[config.mk]
export PLATFORM = sky130hd
export DESIGN_NAME = tmds_decoder
export DESIGN_NICKNAME = d
export VERILOG_FILES = /design/src/rtl/tmds_decoder.sv
export SDC_FILE = /design/constraint.sdc
export NUM_CORES = 1
export LEC_CHECK = 0
export ABC_AREA = 1
export CORE_MARGIN = 3
export CORE_UTILIZATION = 55
export DETAILED_ROUTE_END_ITERATION = 7
export GPL_TIMING_DRIVEN = 1
export PLACE_DENSITY = 0.77
export SYNTH_ARGS = -nofsm -noshare
export SYNTH_HDL_FRONTEND = slang
export SYNTH_SLANG_ARGS = --single-unit
[constraint.sdc]
create_clock -name clk -period 2.25 [get_ports clk]
set_input_delay 0.45 -clock clk [delete_from_list [all_inputs] [get_ports clk]]
set_output_delay 0.45 -clock clk [all_outputs]
set_load 0.01 [all_outputs]
[src/rtl/tmds_decoder.sv]
// TMDS channel decoder: hunts for symbol alignment using runs of control
// tokens, then decodes each 10-bit symbol into pixel data, control and DE.
module tmds_decoder #(
    parameter int unsigned CTRL_RUN       = 8,
    parameter int unsigned SEARCH_TIMEOUT = 2048,
    parameter int unsigned LOCK_TIMEOUT   = 4096
) (
    input  logic       clk,
    input  logic       reset_n,
    input  logic [9:0] raw_in,
    output logic [7:0] data,
    output logic [1:0] ctrl,
    output logic       de,
    output logic       locked,
    output logic [3:0] slip
);

    localparam int unsigned TmoMax = (SEARCH_TIMEOUT > LOCK_TIMEOUT) ? SEARCH_TIMEOUT
                                                                      : LOCK_TIMEOUT;
    localparam int unsigned TmoW = (TmoMax > 1) ? $clog2(TmoMax) : 1;
    localparam int unsigned RunW = $clog2(CTRL_RUN + 1);

    localparam logic [TmoW-1:0] SearchLast = TmoW'(SEARCH_TIMEOUT - 1);
    localparam logic [TmoW-1:0] LockLast   = TmoW'(LOCK_TIMEOUT - 1);
    localparam logic [RunW-1:0] RunFull    = RunW'(CTRL_RUN);

    typedef enum logic [1:0] {StSearch, StSettle, StLocked} state_e;

    state_e          state_q, state_d;
    logic [3:0]      slip_q, slip_d, slip_inc;
    logic [TmoW-1:0] tmo_q, tmo_d;
    logic [RunW-1:0] run_q, run_d, run_inc;
    logic            settle_q, settle_d;

    logic [9:0]  raw_prev_q, sym_q, aligned;
    logic [19:0] win_sh;

    logic       is_tok;
    logic [1:0] tok_val;
    logic [7:0] dec_d, dec;

    logic [7:0] data_q, data_d;
    logic [1:0] ctrl_q, ctrl_d;
    logic       de_q, de_d, locked_q;

    // Bit 0 of the window is the earliest received bit, so slip selects the start offset.
    assign win_sh  = {raw_in, raw_prev_q} >> slip_q;
    assign aligned = win_sh[9:0];

    assign slip_inc = (slip_q == 4'd9) ? 4'd0 : slip_q + 4'd1;

    // Token match and TMDS data decode of the aligned symbol.
    always_comb begin
        is_tok  = 1'b1;
        tok_val = 2'b00;
        unique case (sym_q)
            10'b1101010100: tok_val = 2'b00;
            10'b0010101011: tok_val = 2'b01;
            10'b0101010100: tok_val = 2'b10;
            10'b1010101011: tok_val = 2'b11;
            default:        is_tok  = 1'b0;
        endcase
        dec_d  = sym_q[9] ? ~sym_q[7:0] : sym_q[7:0];
        dec    = '0;
        dec[0] = dec_d[0];
        for (int i = 1; i < 8; i++) begin
            dec[i] = sym_q[8] ? (dec_d[i] ^ dec_d[i-1]) : ~(dec_d[i] ^ dec_d[i-1]);
        end
    end

    // Alignment FSM, run counter and timeout counter next-state.
    always_comb begin
        run_inc  = is_tok ? ((run_q == RunFull) ? run_q : run_q + RunW'(1)) : '0;
        state_d  = state_q;
        slip_d   = slip_q;
        tmo_d    = tmo_q;
        run_d    = run_inc;
        settle_d = settle_q;
        unique case (state_q)
            StSearch: begin
                tmo_d = tmo_q + TmoW'(1);
                if (run_inc == RunFull) begin
                    state_d = StLocked;
                    tmo_d   = '0;
                end else if (tmo_q == SearchLast) begin
                    state_d  = StSettle;
                    slip_d   = slip_inc;
                    run_d    = '0;
                    tmo_d    = '0;
                    settle_d = 1'b0;
                end
            end
            StSettle: begin
                // Two cycles: sym_q still holds a symbol cut at the old offset.
                run_d    = '0;
                tmo_d    = '0;
                settle_d = 1'b1;
                if (settle_q) begin
                    state_d  = StSearch;
                    settle_d = 1'b0;
                end
            end
            StLocked: begin
                if (run_q == RunFull) begin
                    tmo_d = '0;
                end else if (tmo_q == LockLast) begin
                    state_d  = StSettle;
                    slip_d   = slip_inc;
                    run_d    = '0;
                    tmo_d    = '0;
                    settle_d = 1'b0;
                end else begin
                    tmo_d = tmo_q + TmoW'(1);
                end
            end
            default: begin
                state_d  = StSearch;
                run_d    = '0;
                tmo_d    = '0;
                settle_d = 1'b0;
            end
        endcase
    end

    // Output stage next values; everything is gated off unless aligned.
    always_comb begin
        de_d   = 1'b0;
        data_d = 8'h00;
        ctrl_d = 2'b00;
        if (state_q == StLocked) begin
            if (is_tok) begin
                ctrl_d = tok_val;
            end else begin
                de_d   = 1'b1;
                data_d = dec;
                ctrl_d = ctrl_q;
            end
        end
    end

    // Input history, stage 1 symbol register and FSM state.
    always_ff @(posedge clk or negedge reset_n) begin
        if (!reset_n) begin
            raw_prev_q <= '0;
            sym_q      <= '0;
            state_q    <= StSearch;
            slip_q     <= '0;
            tmo_q      <= '0;
            run_q      <= '0;
            settle_q   <= 1'b0;
        end else begin
            raw_prev_q <= raw_in;
            sym_q      <= aligned;
            state_q    <= state_d;
            slip_q     <= slip_d;
            tmo_q      <= tmo_d;
            run_q      <= run_d;
            settle_q   <= settle_d;
        end
    end

    // Stage 2 output registers.
    always_ff @(posedge clk or negedge reset_n) begin
        if (!reset_n) begin
            data_q   <= '0;
            ctrl_q   <= '0;
            de_q     <= 1'b0;
            locked_q <= 1'b0;
        end else begin
            data_q   <= data_d;
            ctrl_q   <= ctrl_d;
            de_q     <= de_d;
            locked_q <= (state_q == StLocked);
        end
    end

    assign data   = data_q;
    assign ctrl   = ctrl_q;
    assign de     = de_q;
    assign locked = locked_q;
    assign slip   = slip_q;

endmodule
## After elaboration in Yosys (flattened, before gate mapping)

Index checks and enable logic that the tools add are counted.

| word-level totals | value |
|---|---|
| register bits after elaboration | 55 |
| bits of input ports | 12 |
| output and inout port bits | 16 |
| logic and storage cells | 100 |

| cells by class | value |
|---|---|
| add/sub/neg operators | 3 |
| equal/unequal tests | 18 |
| shift operators | 1 |
| mux-type cells | 46 |
| bitwise gates (word level) | 15 |
| reduce and logical (&&, ||, !) cells | 6 |

Operators with widths:

| kind | number |
|---|---|
| $mux W12 | 4 |
| $mux W4 | 11 |
| $mux W8 | 3 |
| $pmux W12 S2 | 1 |
| $eq A10 B10 Y1 const B | 2 |
| $shr A20 B4 Y10 | 1 |
| $pmux W4 S2 | 2 |
| $mux W1 | 15 |
| $mux W2 | 7 |
| $add A12 B1 Y12 const B | 1 |
| $eq A12 B11 Y1 const B | 1 |
| $eq A12 B12 Y1 const B | 1 |
| $eq A4 B4 Y1 const B | 3 |
| $ne A2 B2 Y1 const B | 6 |
| $pmux W2 S3 | 2 |
| $eq A10 B8 Y1 const B | 1 |
| $eq A10 B9 Y1 const B | 1 |
| $add A4 B1 Y4 const B | 2 |
| $not A8 Y8 | 1 |
| $reduce_and A4 Y1 | 2 |
| $not A1 Y1 | 7 |
| $xor A1 B1 Y1 | 7 |
| $reduce_and A5 Y1 | 1 |
| $reduce_or A4 Y1 | 1 |
| 6 further kinds | 6 |

## Logic depth before layout (Yosys ltp)

| logic depth | value |
|---|---|
| depth after elaboration | 7 |
| depth in mapped cells | 12 |
| depth with buffers taken out | 12 |

## Worst setup path after synthesis

Ideal clock, no wire load.

| timing | value |
|---|---|
| kind | flip-flop to flip-flop |
| from | register run_q[0] |
| to | register slip_q[3] (netlist: slip[3]) |
| library setup time | 0.117 ns |
| arrival | 1.469 ns |
| required time | 2.133 ns |
| slack | 0.664 ns |
| cell stages (with the launch flop) | 13 |
| path buffers | 1 |
| clock period less this slack | 1.586 ns |
| cell sequence | dfrtp_1 > inv_1 > ha_1 > nand3_1 > buf_2 > nand2_1 > nand2_1 > nor2_1 > nand4_2 > nand3_4 > nor2_4 > nand2_1 > nand2_1 |

| between the ends | value |
|---|---|
| cells in the longest elaborated chain, start to end | 6 |
| elaborated cells on any way between the ends | 8 |
| those cells by class | 1 x add/sub; 4 x eq/ne; 2 x mux; 1 x reduce/logical |

RTL lines:

| what | line | RTL |
|---|---|---|
| start, declared | 32 | `logic [RunW-1:0] run_q, run_d, run_inc;` |
| start signal, assigned | 157 | `run_q <= run_d;` |
| $add A4 B1 Y4 or $eq A4 B4 Y1 (tied branches) | 73, 104 |  |
| $mux W4 (2 in a row) | 73 | `run_inc = is_tok ? ((run_q == RunFull) ? run_q : run_q + RunW'(1)) : '0;` |
| $eq A4 B4 Y1 | 82 | `if (run_inc == RunFull) begin` |
| $ne A2 B2 Y1 (no source line) | - |  |
| $reduce_and A5 Y1 (no source line) * | - |  |
| end signal, assigned | 155 | `slip_q <= slip_d;` |
| end, declared | 30 | `logic [3:0] slip_q, slip_d, slip_inc;` |

Mark *: on every way between the ends. The rest lies on a longest branch, timed or not.
A chain may end at the register's enable or synchronous reset.

## Worst setup path in the final report

| timing | value |
|---|---|
| from | register slip_q[1] (netlist: slip[1]) |
| to | output port slip[1] |

RTL lines:

| what | line | RTL |
|---|---|---|
| end, declared | 15 | `output logic [3:0] slip` |

No word-level cell between the ends.

==> impl_results.md <==
* Via/cell ratio at 5.474
* Post-synthesis simple-gate area fraction at 0.2988
* Die footprint at 0.006751 mm²
* Max Cap Viol at 0
* Share of the yosys chip area belonging to registers at 0.4314
* Pwr/cell area at 498.3 mW/mm²
* CTS Hold Bufs at 0
* Layout cells sized above 1 at 0.1023
* DPL Wire Length at 4.879 mm
* Unique masters post-synth at 36
* Num rows at 27
* Worst path buffer plus inverter count at 1
* Tightest Pin Transition at 585.6 ps
* Num CTS Buffers at 5
* Post-CTS Setup Repair Bufs at 0
* Compound-gate portion of the synthesized area at 0.1141
* DIE HEIGHT at 82.17 µm
* CTS Buffer Depth at 2
* Final core occ at 0.6552
* EDFF count, synth at 0
* Root buf cell: clkbuf_8
* Crit path max-delay cell type: dfrtp_1
* Area Growth Syn to Fin at 14.47%
* Fin crit share at 0.9150
* Post-Synthesis Cell Area at 0.003191 mm²
* Slew headroom at 0.6096
* Worst-path fanout max at 17
* Io pins at 28
* Worst EP required at 1800 ps
* Mapped Nets at 418
* Synth Instances at 403
* Worst VDD drop at 0.2936 mV
* Ranking of synthesized cells by area: dfrtp_1 43%, nand2_1 13%, xor2_1 5.2%
* CTS tree: done
* Leak at 1.734 nW
* Startpoint Class: flop
* GPL Wtd Cong at 0.9156
* Initial Utilization at 0.5724
* Core area at 0.005574 mm²
* DRT iter0 DRCs at 174
* Diodes inserted at 0
* Nets@finish at 444
* Number of global-route vias before repair at 2442
* Worst endpoint data arrival time at 1610 ps
* Antenna-violating nets left at 0
* Worst-Skew Late Latency at 310 ps
* Post-CTS resize count at 0
* Outcome: finished, final reports clean
* Main combinational cell family by area after synthesis: simple AND/OR/NAND/NOR gates
* Clock sinks at 55
* #FFs+latches synth at 55
* Area leader, netlist: dfrtp_1
* Hold Path Class: input port to async pin
* CP Class: flop to output port
* Synth warn at 0
* Top cells by count, synth: 112 x nand2_1, 55 x dfrtp_1, 33 x nand3_1
* Htree depth at 2
* Initial antenna violation count at 0
* Wirelength, routed at 6.444 mm
* Largest delay contributor family on the critical path: flip-flops
* Synth Area in XOR/XNOR at 0.06039
* Mux cell area share after synthesis at 0.01255
* Residual DRC at 0
* Final number of hold-violating endpoints at 0
* Fillers at 473
* Dominant cell by count in the synthesized netlist: nand2_1
* Final total negative setup slack at 0 ps
* Clock Pin Slew Worst Setup and Hold Paths at 90 ps
* Fmax at 485.8 MHz
* Routed length per placed instance at 12.84 µm
* DRT Pass-1 Iters at 4
* Setup violators final at 0
* Final Max Slew Viols at 0
* Synthesized area per cell at 7.917 µm²
* Most used flip-flop cell after synthesis: dfrtp_1
* Critical Path Max Stage Delay at 660 ps
* Largest net degree at the start of global routing at 31
* First-pass GRT wire length at 10.70 mm
* Post-synth top area share at 0.4314
* Critical Path End Type: output port
* Adder-cell area share of the yosys netlist at 0.01176
* # port buffers at 27
* Setup Skew at 6.018 ps
* Cell Chain, Critical Path: clkdlybuf4s50_1
* Post-synth ARST share at 1.000
* RSZ-0062 raised after global routing: false
* Chip Width at 82.17 µm
* Fin crit period at 2059 ps
* Total GRT Usage at 0.2052
* Total grt overflow at 0
* Via count at 2748
-- power breakdown --
part	switching, mW	internal [mW]
Clock	0.312	0.360
Sequential	0.0162	1.01
Combinational	0.0726	0.0532
Total	0.400	1.42
-- final cells by class --
type / count / area [µm²] / share of cell area
clock buffer: 6 / 82.58 / 0.02261
sequential: 55 / 1376 / 0.3768
clock inverter: 2 / 35.03 / 0.009592
tap: 72 / 90.09 / 0.02467
multi-input combinational: 292 / 1588 / 0.4347
inverter: 42 / 157.7 / 0.04317
timing repair buffer: 33 / 322.8 / 0.08839
-- state kept, by name, summed over array words and instances (netlist names) --
name        count
slip            4
data            8
raw_prev_q     10
de              1
ctrl            2
sym_q          10
tmo_q          12
settle_q        1
state_q         2
locked          1
run_q           4
-- placed cells by master, fill, tap and decap left out, types with 2 or more instances in the layout --
cell,count
o21ai_0,13
nand4_1,9
o22ai_1,3
nand2_1,112
mux2i_1,4
o211ai_1,9
nand3_4,2
nand2_4,3
nor2_1,27
xnor2_1,3
nor2_2,2
inv_1,31
o221ai_1,2
nor2_4,3
nand3_1,33
clkdlybuf4s50_1,26
o21ai_1,19
ha_1,3
dfrtp_1,55
buf_4,5
clkbuf_8,6
nand2_2,2
a21oi_1,10
inv_2,10
a31oi_1,3
nand4_2,3
xor2_1,19
-- path summary, 6_finish.rpt --
path	startpoint	endpoint	slack, ps	depth (start not counted)
max in group asynchronous	reset_n	run_q[0]	1560	2
worst min register to register	settle_q	settle_q	490	2
worst max register to register	run_q[0]	run_q[0]	390	9
min in group clk	settle_q	settle_q	490	2
worst min-delay path	reset_n	data[6]	140	1
worst max-delay path	slip[1]	slip[1]	190	1
-- layer usage --
layer | GRT usage | share of wire
met4 | 0.05980 | 0.012
met1 | 0.2697 | 0.46
met2 | 0.3417 | 0.46
met3 | 0.04338 | 0.063
met5 | 0 | 0
-- cell families after synthesis --
kind of cell / count (synthesis)
buf+inv: 56
mux: 4
xor+xnor: 22
flops: 55
fa+ha+maj: 3
simple gates: 201
compound gates: 62
-- per-stage QoR --
stage / instances / setup WS [ps] / cell area (µm²) / power (mW) / hold slack (ps)
after floorplan: 403 / 664.0 / 3191 / 1.106 / 154.4
after global routing: 502 / 119.1 / 3652 / 1.902 / 165.4
after CTS: 502 / 190.7 / 3652 / 1.838 / 146.0
after detailed placement: 494 / 414.2 / 3535 / 1.168 / 478.1
after global placement: 494 / 495.9 / 3535 / 1.165 / 455.6
final: 502 / 191.4 / 3652 / 1.820 / 136.5
(Power assumes the default switching activity.)
